<file path="src/rtl/alu_mem_pkg.sv">
// Shared encodings for the execute/memory slice: ALUOp codes, funct fields and ALU control codes.
// No logic lives here; every consumer imports alu_mem_pkg::*.
package alu_mem_pkg;

  localparam logic [3:0] ALU_AND = 4'b0000;
  localparam logic [3:0] ALU_OR  = 4'b0001;
  localparam logic [3:0] ALU_ADD = 4'b0010;
  localparam logic [3:0] ALU_XOR = 4'b0011;
  localparam logic [3:0] ALU_SUB = 4'b0110;
  localparam logic [3:0] ALU_SLT = 4'b0111;
  localparam logic [3:0] ALU_NOR = 4'b1100;

  localparam logic [1:0] ALUOP_ADD   = 2'b00;
  localparam logic [1:0] ALUOP_SUB   = 2'b01;
  localparam logic [1:0] ALUOP_RTYPE = 2'b10;
  localparam logic [1:0] ALUOP_OR    = 2'b11;

  localparam logic [5:0] F_ADD = 6'b000000;
  localparam logic [5:0] F_SUB = 6'b000010;
  localparam logic [5:0] F_AND = 6'b000100;
  localparam logic [5:0] F_OR  = 6'b000101;
  localparam logic [5:0] F_XOR = 6'b000110;
  localparam logic [5:0] F_NOR = 6'b000111;
  localparam logic [5:0] F_SLT = 6'b001010;

endpackage

</file>
<file path="src/rtl/alu_mem_ram.sv">
// Word-indexed data memory: async clear on reset, write on rising clk, combinational read gated by re_i.
// Zero read latency; reads show the pre-edge word when a write to the same index is pending.
module alu_mem_ram #(
  parameter int DATA_W = 32,
  parameter int DEPTH  = 32,
  parameter int ADDR_W = 5
) (
  input  logic              clk_i,
  input  logic              rst_n_i,
  input  logic              we_i,
  input  logic              re_i,
  input  logic [ADDR_W-1:0] addr_i,
  input  logic [DATA_W-1:0] wdata_i,
  output logic [DATA_W-1:0] rdata_o
);

  logic [DATA_W-1:0] mem_q [DEPTH];

  always_ff @(posedge clk_i or negedge rst_n_i) begin
    if (!rst_n_i) begin
      for (int i = 0; i < DEPTH; i++) begin
        mem_q[i] <= '0;
      end
    end else if (we_i) begin
      mem_q[addr_i] <= wdata_i;
    end
  end

  assign rdata_o = re_i ? mem_q[addr_i] : '0;

endmodule

</file>
<file path="src/rtl/alu_mem_unit.sv">
// Execute/memory slice: ALU control decode, 32-bit ALU with zero flag, and data memory addressed by the result.
// Fully combinational outputs (zero latency); memory writes commit on the rising clk edge.
module alu_mem_unit
  import alu_mem_pkg::*;
#(
  parameter int DATA_W = 32,
  parameter int DEPTH  = 32,
  parameter int ADDR_W = 5
) (
  input  logic              clk,
  input  logic              reset,
  input  logic [1:0]        alu_op,
  input  logic [5:0]        funct,
  input  logic [DATA_W-1:0] operand_a,
  input  logic [DATA_W-1:0] operand_b,
  input  logic              mem_read,
  input  logic              mem_write,
  input  logic [DATA_W-1:0] write_data,
  output logic [3:0]        alu_ctrl,
  output logic [DATA_W-1:0] alu_result,
  output logic              zero,
  output logic [DATA_W-1:0] read_data
);

  always_comb begin
    alu_ctrl = ALU_ADD;
    unique case (alu_op)
      ALUOP_ADD: alu_ctrl = ALU_ADD;
      ALUOP_SUB: alu_ctrl = ALU_SUB;
      ALUOP_OR:  alu_ctrl = ALU_OR;
      ALUOP_RTYPE: begin
        // Unrecognised funct values fall back to add.
        case (funct)
          F_ADD:   alu_ctrl = ALU_ADD;
          F_SUB:   alu_ctrl = ALU_SUB;
          F_AND:   alu_ctrl = ALU_AND;
          F_OR:    alu_ctrl = ALU_OR;
          F_XOR:   alu_ctrl = ALU_XOR;
          F_NOR:   alu_ctrl = ALU_NOR;
          F_SLT:   alu_ctrl = ALU_SLT;
          default: alu_ctrl = ALU_ADD;
        endcase
      end
      default: alu_ctrl = ALU_ADD;
    endcase
  end

  always_comb begin
    alu_result = '0;
    case (alu_ctrl)
      ALU_AND: alu_result = operand_a & operand_b;
      ALU_OR:  alu_result = operand_a | operand_b;
      ALU_XOR: alu_result = operand_a ^ operand_b;
      ALU_NOR: alu_result = ~(operand_a | operand_b);
      ALU_ADD: alu_result = operand_a + operand_b;
      ALU_SUB: alu_result = operand_a - operand_b;
      ALU_SLT: alu_result = {{(DATA_W-1){1'b0}}, ($signed(operand_a) < $signed(operand_b))};
      default: alu_result = '0;
    endcase
  end

  assign zero = (alu_result == '0);

  // Upper result bits are dropped, so addresses alias modulo DEPTH.
  alu_mem_ram #(
    .DATA_W (DATA_W),
    .DEPTH  (DEPTH),
    .ADDR_W (ADDR_W)
  ) u_ram (
    .clk_i   (clk),
    .rst_n_i (reset),
    .we_i    (mem_write),
    .re_i    (mem_read),
    .addr_i  (alu_result[ADDR_W-1:0]),
    .wdata_i (write_data),
    .rdata_o (read_data)
  );

endmodule

</file>
<file path="config.mk">
export PLATFORM = sky130hd
export DESIGN_NAME = alu_mem_unit
export DESIGN_NICKNAME = d
export VERILOG_FILES = /design/src/rtl/alu_mem_pkg.sv /design/src/rtl/alu_mem_ram.sv /design/src/rtl/alu_mem_unit.sv
export SDC_FILE = /design/constraint.sdc
export NUM_CORES = 2
export LEC_CHECK = 0
export ABC_AREA = 1
export BUFFER_PORTS_ARGS = -buffer_cell sky130_fd_sc_hd__buf_2
export CAP_MARGIN = 5
export CORE_ASPECT_RATIO = 1.1
export CORE_MARGIN = 3
export CORE_UTILIZATION = 58
export CTS_CLUSTER_DIAMETER = 100
export CTS_CLUSTER_SIZE = 24
export DETAILED_ROUTE_END_ITERATION = 8
export GPL_TIMING_DRIVEN = 0
export PLACE_DENSITY = 0.75
export SLEW_MARGIN = 15
export SYNTH_ARGS = -nofsm -noshare
export SYNTH_HDL_FRONTEND = slang
export SYNTH_SLANG_ARGS = --single-unit
</file>
<file path="constraint.sdc">
create_clock -name clk -period 4.6 [get_ports clk]
set_clock_uncertainty 0.2 [all_clocks]
set_input_delay 0.46 -clock clk [delete_from_list [all_inputs] [get_ports clk]]
set_output_delay 0.46 -clock clk [all_outputs]
set_load 0.02 [all_outputs]
</file>
==> impl_metrics.json <==
{
  "status": "finished with violations",
  "violations": "negative setup slack",
  "power_density_nw_per_um2": 561,
  "ant_nets": 0,
  "reg.largest.list": "u_ram.mem_q: 1024 flops",
  "die_h_um": 313,
  "numCtsBuffers": 49,
  "dpl.hpwl_um": 157000,
  "path_class": "in2out",
  "hp-class": "in2reg",
  "required_ns": 3.94,
  "drc": 0,
  "ys.flop_type": "dfrtp_1",
  "antenna_found_initial": 12,
  "ir_drop_v": 0.000403,
  "synthCells": 6204,
  "p_total_uw": 31400,
  "drive_above_1_share_pct": 10.9,
  "slew_headroom_pct": 2.82,
  "max_stage_delay_ns": 0.30,
  "syn_avg_cell_area_um2": 8.01,
  "ys_seq_area_share_pct": 51.6,
  "rsz0062_at_grt": "yes",
  "post-place-ws_ns": -1.46,
  "r2r_slack_ns": 3.54,
  "viasPerCell": 6.59,
  "drt_iter0_markers": 8081,
  "vias": 50400,
  "cts_buffer_depth": 3,
  "final_common_cell": "nand2_1",
  "slew_viol_final": 0,
  "numClockSinks": 1024,
  "synth_edf_count": 0,
  "holdPathEnd": "u_ram.mem_q[287]",
  "clk_latency_ns": 0.65,
  "reg2reg_depth": 2,
  "reg2reg_from": "u_ram.mem_q[531]",
  "port_buffers": 168,
  "dr.pass1.iters": 7,
  "r2r-end": "u_ram.mem_q[531]",
  "grt_max_degree": 153,
  "totalWireLength_um": 224000,
  "grt_pass1_vias": 47000,
  "path_buf_inv": 7,
  "ys_seq_elements": 1024,
  "ys_warn_count": 0,
  "most-common-layout-cells": "1,193 x nand2_1, 1,024 x dfrtp_1, 865 x nor2_1",
  "p_leak_uw": 0.0268,
  "cp-end-kind": "output pin",
  "max_freq_mhz": 216,
  "fp.coreArea_um2": 84200,
  "nets": 6708,
  "min_period_ns": 4.64,
  "die_w_um": 285,
  "critPathArrivalTime_ns": 3.98,
  "critPathTopFamily": "simple AND/OR/NAND/NOR gates",
  "crit_fanout": 10,
  "worstSetupStartpointType": "input port",
  "wl_per_cell_um": 29.3,
  "crit_path_cell_trace": "buf_2 -> inv_2 -> nor2_2 -> nand4_1 -> nand2_2 -> nor2_4 -> nand2_1 -> buf_4 -> o211ai_1 -> nor2_4 -> buf_4 -> nand3_4 -> buf_6 -> buf_4 -> o22ai_1 -> nor2_1 -> nor2_1 -> nor2_1 -> nand2_1 -> nor2_4 -> buf_6",
  "cts_tree": "built",
  "initial_core_util_pct": 59.0,
  "tightest_slew_ns": 1.46,
  "async_flop_share_pct": 100,
  "ios": 177,
  "largest_reg_flops": 1024,
  "gp_congestion": 1.03,
  "postLayoutSetupSlackWorst_ns": -0.0371,
  "syn-cell-area_um2": 49700,
  "dieArea_um2": 89200,
  "syn2layout_area_growth_pct": 12.6,
  "cts_root_buf": "clkbuf_16",
  "overflow": 0,
  "yosysUniqueCellTypes": 45,
  "path_clk_slew_ns": 0.10,
  "grt_usage_pct": 48.7,
  "synth.net_count": 6411,
  "largest-register": "u_ram.mem_q",
  "fin_tns_setup_ns": -0.0554,
  "hold-path-cell-count": 3,
  "grt_pass1_wl_um": 317000,
  "fp-row-count": 111,
  "period_share_pct": 101,
  "holdCritStartpoint": "write_data[31]",
  "drv_cap": 0,
  "critPathSlowestCell": "buf_4",
  "hold_viol_final": 0,
  "htree_levels": 2,
  "setup_viol": 4
}
-- tightest hold or removal path: cells and delay by family --
kind,cells,cell delay (ns)
buffers and inverters,1,0.25
and+or+nand+nor,1,0.13
AOI/OAI and AO/OA,1,0.07
-- per-layer routing --
metal	track usage, %	share of wire (%)	vias to the layer above
li1	-	-	21100
met1	60.7	35	24000
met2	69.1	41	4107
met3	18.7	15	1108
met4	35.4	9.4	14
met5	0.272	0.13	-
-- cell type report --
type | count | area [um^2]
clock inverter | 3 | 52.6
buffer | 456 | 2960
antenna | 10 | 25.0
tap | 1130 | 1410
clock buffer | 50 | 1250
sequential | 1024 | 25600
timing repair buffer | 254 | 2020
multi-input combinational | 4338 | 21200
inverter | 378 | 1440
fill | 7354 | 28200
-- Yosys cell counts, types with 10 or more instances --
cell      count  area share, %
inv_1       360            2.7
a21oi_1     576            5.8
nor2_1      908            6.9
o21ai_1     240            2.4
nand3_1     151            1.5
o21ai_0     632            6.4
nor3_1       12           0.12
nor2_4       18           0.41
dfrtp_1    1024             52
nand4_1      22           0.28
nand2_2      14           0.18
clkbuf_1    259            2.0
buf_2       187            1.9
buf_1        11          0.083
inv_2        16           0.12
or2_2        18           0.23
nor2_2       10           0.13
ha_1         97            2.4
o22ai_1     364            4.6
nand2_1    1214            9.2
-- through the flow --
step                hold WS [ns]  area, um^2  util [%]  cells
floorplan                -0.0356       49700         -   6204
global placement           0.260       51900      61.7   7502
detailed placement         0.248       52200      62.0   7509
CTS                       0.0442       55000      65.3   7596
global route              0.0889       56000      66.5   7636
finish                    0.0791       56000      66.5   7643
-- repair_timing --
action,4_1_cts,5_1_grt
endpoints found under the setup margin,175,56
gates resized for setup,395,166
pin swaps,17,46
setup buffers,9,33
hold buffers,26,0
cloned,2,9
hold endpoints to repair,153,0
-- worst max-delay path by stage --
stage                       from          endpoint  depth (start not counted)
CTS                     funct[3]     read_data[25]                         18
global placement           reset  u_ram.mem_q[526]                          1
finish                 alu_op[1]      read_data[8]                         21
floorplan           operand_a[0]      read_data[5]                         24
detailed placement  operand_a[0]      read_data[7]                         24
global route            funct[5]     read_data[25]                         21
-- report_power, final --
part | leakage [uW] | total (uW) | internal (uW) | switching (uW)
registers | 0.0127 | 15600 | 13200 | 2320
clock network | 0.000640 | 4990 | 1970 | 3020
logic | 0.0134 | 10800 | 4130 | 6690
total | 0.0268 | 31400 | 19300 | 12000
-- cell families (layout without fill, tap and decap cells) --
logic type	Yosys count	count (layout)	share of synthesized area (%)
compound gates	1846	1846	19.7
xor+xnor	8	8	0.141
fa+ha+maj	99	99	2.52
buf+inv	842	1141	6.88
flops	1024	1024	51.6
other cells	0	10	0
simple gates	2385	2385	19.2
(Power assumes the default switching activity.)
